### src/rtl/alu_pkg.sv
// alu_pkg: shared opcode encodings for the alu_8bit execution stage.
// S[3:2] selects the operation group (arithmetic, logic, shift, misc);
// S[1:0] selects the operation within that group.
package alu_pkg;

  // Arithmetic group: (WIDTH+1)-bit sum, carry reported on Cout
  localparam logic [3:0] OP_TFR   = 4'b0000;
  localparam logic [3:0] OP_ADD   = 4'b0001;
  localparam logic [3:0] OP_SUB   = 4'b0010;
  localparam logic [3:0] OP_DEC   = 4'b0011;

  // Logic group: Cout forced low
  localparam logic [3:0] OP_AND   = 4'b0100;
  localparam logic [3:0] OP_OR    = 4'b0101;
  localparam logic [3:0] OP_XOR   = 4'b0110;
  localparam logic [3:0] OP_NOTA  = 4'b0111;

  // Shift group: Cout carries the bit shifted out
  localparam logic [3:0] OP_SHR   = 4'b1000;
  localparam logic [3:0] OP_SHL   = 4'b1001;
  localparam logic [3:0] OP_ROR   = 4'b1010;
  localparam logic [3:0] OP_ROL   = 4'b1011;

  // Misc group: Cout forced low
  localparam logic [3:0] OP_PASSB = 4'b1100;
  localparam logic [3:0] OP_NOR   = 4'b1101;
  localparam logic [3:0] OP_NAND  = 4'b1110;
  localparam logic [3:0] OP_XNOR  = 4'b1111;

endpackage

### src/rtl/alu_8bit_core.sv
// alu_8bit_core: purely combinational ALU datapath.
// Ports:
//   A, B      - operands (WIDTH bits)
//   Cin       - carry-in, also the fill bit for SHR/SHL
//   S         - 4-bit operation select (see alu_pkg)
//   next_D    - result to be registered
//   next_Cout - carry / shift-out flag to be registered
//   next_Z    - zero flag of next_D
module alu_8bit_core
  import alu_pkg::*;
#(
  parameter int unsigned WIDTH = 8
) (
  input  logic [WIDTH-1:0] A,
  input  logic [WIDTH-1:0] B,
  input  logic             Cin,
  input  logic [3:0]       S,
  output logic [WIDTH-1:0] next_D,
  output logic             next_Cout,
  output logic             next_Z
);

  logic [WIDTH-1:0] arith_opnd;
  logic [WIDTH:0]   sum;

  // Second adder operand for the arithmetic group; all four arithmetic ops
  // share a single A + opnd + Cin adder.
  always_comb begin
    arith_opnd = '0;
    case (S[1:0])
      2'b00:   arith_opnd = '0;
      2'b01:   arith_opnd = B;
      2'b10:   arith_opnd = ~B;
      default: arith_opnd = '1;
    endcase
  end

  assign sum = {1'b0, A} + {1'b0, arith_opnd} + {{WIDTH{1'b0}}, Cin};

  always_comb begin
    next_D    = '0;
    next_Cout = 1'b0;
    case (S)
      OP_TFR, OP_ADD, OP_SUB, OP_DEC: begin
        next_D    = sum[WIDTH-1:0];
        next_Cout = sum[WIDTH];
      end
      OP_AND:   next_D = A & B;
      OP_OR:    next_D = A | B;
      OP_XOR:   next_D = A ^ B;
      OP_NOTA:  next_D = ~A;
      OP_SHR: begin
        next_D    = {Cin, A[WIDTH-1:1]};
        next_Cout = A[0];
      end
      OP_SHL: begin
        next_D    = {A[WIDTH-2:0], Cin};
        next_Cout = A[WIDTH-1];
      end
      OP_ROR: begin
        next_D    = {A[0], A[WIDTH-1:1]};
        next_Cout = A[0];
      end
      OP_ROL: begin
        next_D    = {A[WIDTH-2:0], A[WIDTH-1]};
        next_Cout = A[WIDTH-1];
      end
      OP_PASSB: next_D = B;
      OP_NOR:   next_D = ~(A | B);
      OP_NAND:  next_D = ~(A & B);
      OP_XNOR:  next_D = ~(A ^ B);
      default: begin
        next_D    = '0;
        next_Cout = 1'b0;
      end
    endcase
  end

  // Z is taken from the value about to be registered so it always matches D
  assign next_Z = (next_D == '0);

endmodule

### src/rtl/alu_8bit.sv
// alu_8bit: registered 8-bit ALU (execution stage).
// Ports:
//   clk   - system clock, rising edge
//   rst_n - asynchronous active-low reset (D=0, Z=1, Cout=0)
//   A, B  - operands
//   Cin   - carry-in / shift fill bit
//   S     - operation select
//   D     - registered result (one cycle latency)
//   Z     - registered zero flag
//   Cout  - registered carry / shift-out flag
module alu_8bit #(
  parameter int unsigned WIDTH = 8
) (
  input  logic             clk,
  input  logic             rst_n,
  input  logic [WIDTH-1:0] A,
  input  logic [WIDTH-1:0] B,
  input  logic             Cin,
  input  logic [3:0]       S,
  output logic [WIDTH-1:0] D,
  output logic             Z,
  output logic             Cout
);

  logic [WIDTH-1:0] next_D;
  logic             next_Cout;
  logic             next_Z;

  alu_8bit_core #(
    .WIDTH(WIDTH)
  ) u_core (
    .A        (A),
    .B        (B),
    .Cin      (Cin),
    .S        (S),
    .next_D   (next_D),
    .next_Cout(next_Cout),
    .next_Z   (next_Z)
  );

  always_ff @(posedge clk or negedge rst_n) begin
    if (!rst_n) begin
      D    <= '0;
      Z    <= 1'b1;
      Cout <= 1'b0;
    end else begin
      D    <= next_D;
      Z    <= next_Z;
      Cout <= next_Cout;
    end
  end

endmodule

### config.mk
export PLATFORM = sky130hd
export DESIGN_NAME = alu_8bit
export DESIGN_NICKNAME = d
export VERILOG_FILES = /design/src/rtl/alu_pkg.sv /design/src/rtl/alu_8bit_core.sv /design/src/rtl/alu_8bit.sv
export SDC_FILE = /design/constraint.sdc
export NUM_CORES = 1
export LEC_CHECK = 0
export ABC_AREA = 1
export CAP_MARGIN = 10
export CORE_MARGIN = 3
export CORE_UTILIZATION = 48
export DETAILED_ROUTE_END_ITERATION = 10
export PLACE_DENSITY = 0.72
export SETUP_SLACK_MARGIN = 0.1
export SLEW_MARGIN = 5
export SYNTH_ARGS = -nofsm -noshare
export SYNTH_HDL_FRONTEND = slang
export SYNTH_HIERARCHICAL = 1
export SYNTH_SLANG_ARGS = --single-unit
### constraint.sdc
create_clock -name clk -period 1.1 [get_ports clk]
set_input_delay 0.165 -clock clk [delete_from_list [all_inputs] [get_ports clk]]
set_output_delay 0.165 -clock clk [all_outputs]
set_load 0.005 [all_outputs]
==> flow_summary_export.csv <==
group,metric,value,unit
placed_design,dp_hpwl,4920,um
sta,tightest_slew,0.481,ns
synth,synth_top_area_cell,"nand2_1",
synth,syn_inst,313,
sta,whs,0.252,ns
clocking,cts_buffer_depth,2,
global_route,first_global_vias,2444,
layout,fin_util,90.4,%
sta,drv_slew,0,
detailed_routing,drc,0,
sta,finalSetupViolations,10,
placed_design,port_buffers,32,
worst_setup_path,path_max_fanout,3,
clocking,path_clk_slew,0.05,ns
sta,max-slew-margin-rel,67.8,%
sta,rsz0062_at_grt,"true",
power_and_ir_drop,leakagePower,1.70,nW
worst_setup_path,crit_required,1.28,ns
synth,ys_warn_count,6,
placed_design,dp.cells,462,
sta,fin_ws,-0.747,ns
synth,synth_area,1760,sq um
layout,finalInstanceArea,3110,sq um
floorplanning,rows,21,
synth,synthesis.nets,361,
detailed_routing,wl_per_cell,19.2,um
synth,netlist_top_cells_area,"nand2_1, ha_1, dfrtp_1",
clocking,numCtsBuffers,3,
synth,ys_seq_area_share,14.3,%
clocking,root_buffer,"clkbuf_8",
layout,area_growth,76.6,%
floorplanning,coreArea,3440,sq um
clocking,cts_sinks,10,
synth,avgSynthCellArea,5.63,sq um
outcome,outcome,"finished, violations left",
placed_design,gp_congestion,0.947,
clocking,ctsHtreeMaxLevel,1,
clocking,hold_buffers,0,
power_and_ir_drop,power_density,766,nW/um^2
layout,n_fill_cell,171,
sta,min_period,1.85,ns
sta,fmax,541,MHz
synth,yosysMostFrequentCell,"nand2_1",
floorplanning,ioPinCount,33,
synth,synth-async-reset-ratio,100,%
detailed_routing,post_drt_via_cell_ratio,6.11,
layout,drive_gt1_share,39.9,%
worst_setup_path,crit_arrival,2.02,ns
global_route,grt_max_degree,11,
clocking,cts_tree,"built",
synth,synth_common_cells,"nand2_1, inv_1, nor2_1, o21ai_0",
min_path,hold_class,"input pin to async pin",
outcome,failed_checks,"negative setup slack",
global_route,antenna_found_initial,0,
sta,fin_crit_sh,168,%
floorplanning,start_util,51.2,%
floorplanning,die_y,66.6,um
synth,synthFlopType,"dfrtp_1",
detailed_routing,vias,2900,
placed_design,detailedPlace.worstSlack,-1.38,ns
floorplanning,chipWidth,66.6,um
sta,hold_viol,0,
layout,diodes,0,
worst_setup_path,end_kind,"register",
detailed_routing,drt_pre_antenna_iters,7,
synth,yosys.area.top_type_share,21.1,%
global_route,overflow,0,
detailed_routing,drt_iter0_markers,419,
layout,layout.nets,478,
floorplanning,dieArea,4440,sq um
power_and_ir_drop,peakVddDrop,481,uV
global_route,grt_pass1_wl,11200,um
detailed_routing,final_antenna_net_count,0,
synth,synth-edff-count,0,
worst_setup_path,path_class,"input pin to register",
synth,ys_types,24,
placed_design,place_area,2730,sq um
run,cap_violations,0,
layout,final_cell_count_no_fill,475,
global_route,grt_use_total,32.7,%
worst_setup_path,start_kind,"input pin",
synth,synth-seq-cells,10,
detailed_routing,wirelength,9140,um
layer usage:
metal  track usage, %  part of all wire, %  vias to the layer above  routed length (um)
met4             14.2                  7.6                        0                 699
met2             55.9                   46                      291                4190
met1             41.4                   35                     1290                3170
li1                 -                    -                     1227                   -
met3             3.20                   12                       92                1080
met5                0                    0                        -                   0
final timing paths:
kind / depth (start not counted) / slack, ns / from / to
setup / recovery: 14 / -0.75 / S[1] / Z
hold / removal: 1 / 0.25 / rst_n / D[4]
max in group asynchronous: 1 / 0.50 / rst_n / Z
min in group clk: 4 / 0.37 / A[0] / Cout
cell families (layout without fill, tap and decap cells):
logic type | after synthesis | after routing | share of synthesized area (%)
adders and majority gates | 25 | 25 | 18.6
and+or+nand+nor | 182 | 182 | 42.6
DFF | 10 | 10 | 14.3
AOI/OAI and AO/OA | 41 | 41 | 12.6
buffers and inverters | 55 | 171 | 11.9
final cells by class:
cell class | count | area (sq um) | area share [%]
multi-input combinational | 248 | 1580 | 50.7
timing repair buffer | 113 | 950 | 30.5
sequential | 10 | 251 | 8.08
inverter | 54 | 221 | 7.11
tap | 46 | 57.6 | 1.85
clock buffer | 4 | 55.1 | 1.77
where the power goes:
part	internal, mW	switching (mW)	total [mW]
logic	0.679	0.795	1.47
clock network	0.316	0.157	0.472
registers	0.421	0.0165	0.437
total	1.42	0.969	2.38
sequential cells by signal, summed over array words and instances (netlist names):
register  count
Z             1
Cout          1
D             8
cell usage in the layout, fill, tap and decap left out, types with 2 or more instances in the layout:
cell type,Yosys,layout
clkbuf_8,0,4
dfrtp_1,9,9
nand3_1,23,17
o21ai_2,0,4
clkdlybuf4s15_1,0,10
o22ai_1,5,5
or2_1,2,2
nand3_2,0,4
or2_4,0,3
nor2_4,0,4
nand2_4,0,8
ha_4,0,3
nand2_2,1,24
inv_2,2,9
buf_6,0,14
o21ai_1,5,11
inv_1,52,43
a22oi_1,3,3
o21ai_0,24,14
nor2_1,45,38
nor2_2,2,5
buf_2,0,2
dlymetal6s2s_1,0,2
dlygate4sd2_1,0,5
clkbuf_2,0,6
nand2_1,99,68
fa_2,0,2
buf_4,1,69
nand4_1,4,4
a21oi_2,0,3
clkdlybuf4s50_1,0,3
ha_1,23,20
nand3_4,0,2
per-stage QoR:
stage                     TNS (ns)  total power [mW]
after floorplan              -3.32             0.946
after global placement      -11.26              1.52
after detailed placement    -11.66              1.55
after CTS                    -4.76              2.07
after global routing         -5.55              2.49
final                        -5.09              2.38
critical path: stages:
cell and delay [ns]:
buf_4 0.13, o21ai_2 0.12, fa_2 0.22, inv_2 0.06, fa_2 0.39, nand2_2 0.10
nand2_2 0.05, nand4_1 0.14, nand3b_1 0.17, nand3_2 0.13, nand2_2 0.06, nor2_1 0.11
nand2_1 0.07, nor2_1 0.10
timing repair:
item / 4_1_cts / 5_1_grt
pin swaps: 24 / 27
buffers inserted: 6 / 6
cloned: 0 / 0
gates resized for setup: 95 / 73
endpoints found under the setup margin: 20 / 14
Power figures use the tool's default switching activity.
==> patch (same settings) <==
Register the output `D` once more, without a reset; this adds one clock of latency there. The other outputs are not delayed to match. Comments in the files are not updated.
--- a/src/rtl/alu_8bit.sv
+++ b/src/rtl/alu_8bit.sv
@@ -22,6 +22,8 @@
   output logic             Cout
 );
 
+  logic [WIDTH-1:0] D_s0;
+
   logic [WIDTH-1:0] next_D;
   logic             next_Cout;
   logic             next_Z;
@@ -40,15 +42,19 @@
 
   always_ff @(posedge clk or negedge rst_n) begin
     if (!rst_n) begin
-      D    <= '0;
+      D_s0 <= '0;
       Z    <= 1'b1;
       Cout <= 1'b0;
     end else begin
-      D    <= next_D;
+      D_s0 <= next_D;
       Z    <= next_Z;
       Cout <= next_Cout;
     end
   end
 
+  always_ff @(posedge clk) begin
+    D <= D_s0;
+  end
+
 endmodule
 
Check against the original RTL: not equivalent (a bounded check fails within 4 cycles, from zero or initial values and one cycle with rst_n low).
==> patch against the original RTL <==
  * Largest cell class unchanged
  * Sequential share of layout area rose by 4.9 points
  * Routed wire length fell by 25%
  * Non-clock buffer count fell by 5
  * Synthesized area rose by 9.1%
  * Final area rose by 2.2%
  * The run still ends with setup timing left
  * Sequential cell count rose by 8
  * Worst setup slack improved by 0.17 ns
  * Total power rose by 8.5%
==> patch: results (changes against the original RTL) <==
** Finish
- The layout sequential cell count was 18 (was 10).
- The clock network area share was 1.730% (was 1.768%).
- Share of cells above drive strength 1 :: 37.27% (was 39.86%)
- The multi-input logic area came to 1536 um2 (was 1578 um2).
- The number of fill cells was 248 (was 171).
- Storage cell area :: 414.1 um2 (was 251.5 um2)
- Leading registers by flop count: D: 8 flops, D_s0: 8 flops (was D: 8 flops, Cout: 1 flops, Z: 1 flops).
- The area added between synthesis and finish is 65.45% (was 76.58%).
- The net count reported at finish was 481 (was 478).
- The data-path buffer share of cell area in the final layout came to 27.96% (was 30.51%).

** Place
- The HPWL reported at the end of detailed placement was 4953 um (was 4919 um).
- The final weighted congestion in routability-driven placement came to 0.9155 (was 0.9472).
- The placed cell area came to 2885 um2 (was 2730 um2).
- Placed cells :: 471 (was 462)
- Pre-CTS WS :: -1.356 ns (was -1.377 ns)

** Route
- The routed length on met3 is 596 um (was 1084 um).
- Number of iterations in the first detailed-routing pass :: 5 (was 7)
- The via count of the routed design was 2,566 (was 2,900).
- Drt via density :: 5.346 (was 6.105)
- The post-route met1 wirelength is 2794 um (was 3170 um).

** Clocking
- Clock transition at path regs :: 0.07 ns (was 0.05 ns)

** Logic synthesis
- The sequential-to-total area share from yosys stat came to 21.41% (was 14.27%).
- Count of different cell masters after synthesis :: 25 (was 24)
- Dominant cells by area after synthesis :: nand2_1 19%, ha_1 15%, dfrtp_1 12% (was nand2_1 21%, ha_1 16%, dfrtp_1 13%)
- The gate count of the mapped netlist came to 321 (was 313).
- Net Count, Synth :: 369 (was 361)

** STA
- The number of setup violations in the final report was 10 (unchanged).
- Slew at the pin closest to its max-slew limit :: 0.4869 ns (was 0.4813 ns)
- Min setup slack post-route :: -0.5794 ns (was -0.7468 ns)

** Critical path
- Biggest cell delay along the critical path :: 0.36 ns (was 0.39 ns)
- Worst path top cell family by delay :: adder cells (was simple AND/OR/NAND/NOR gates)
- The end point of the critical path was Cout (was Z).
- Data arrival, critical path :: 1.81 ns (was 2.02 ns)

** Global routing
- Total routing usage reported by global routing :: 27.18% (was 32.74%)
- Global-route wire length before repair :: 10,880 um (was 11,160 um)
- The met2 capacity usage during global routing came to 48.31% (was 55.94%).
- Routing usage on met1 :: 33.87% (was 41.35%)
- GRT met3 Usage :: 5.217% (was 3.204%)
- Number of global-route vias before repair :: 2,443 (was 2,444)

** Pwr
- The leakage power of the design was 0.001754 uW (was 0.001701 uW).
- The highest ir drop seen on vdd came to 0.5974 mV (was 0.4810 mV).

** Outcome
- Run status :: complete, but fails checks (unchanged)
- Failing checks: setup timing (unchanged).
[patch: cell families after synthesis]
logic type | synth area share [%]
compound gates | 11.58
fa+ha+maj | 17.05
flops | 21.41
simple gates | 39.04
buf+inv | 10.93
[patch: what timing repair did]
| item | in CTS | in global routing |
|---|---|---|
| gates cloned | 0 | 0 |
| resized for setup | 92 | 59 |
| pin swaps | 28 | 24 |
| setup endpoints to repair | 20 | 13 |
| setup buffers | 4 | 4 |
[patch: power by group]
part	total [uW]	switching (uW)	leakage (uW)	internal, uW
Clock	527	210	0.0000288	318
Combinational	1280	660	0.00154	615
Sequential	785	24.0	0.000188	761
[patch: metrics by stage]
stage / TNS (ns) / total power [uW] / hold WS (ns)
after floorplan: -3.324 / 1297 / -0.1306
after global placement: -11.31 / 1876 / 0.3253
after detailed placement: -11.76 / 1907 / 0.3269
after CTS: -4.546 / 2468 / 0.2402
after global routing: -4.921 / 2750 / 0.2734
final: -4.150 / 2587 / 0.2407
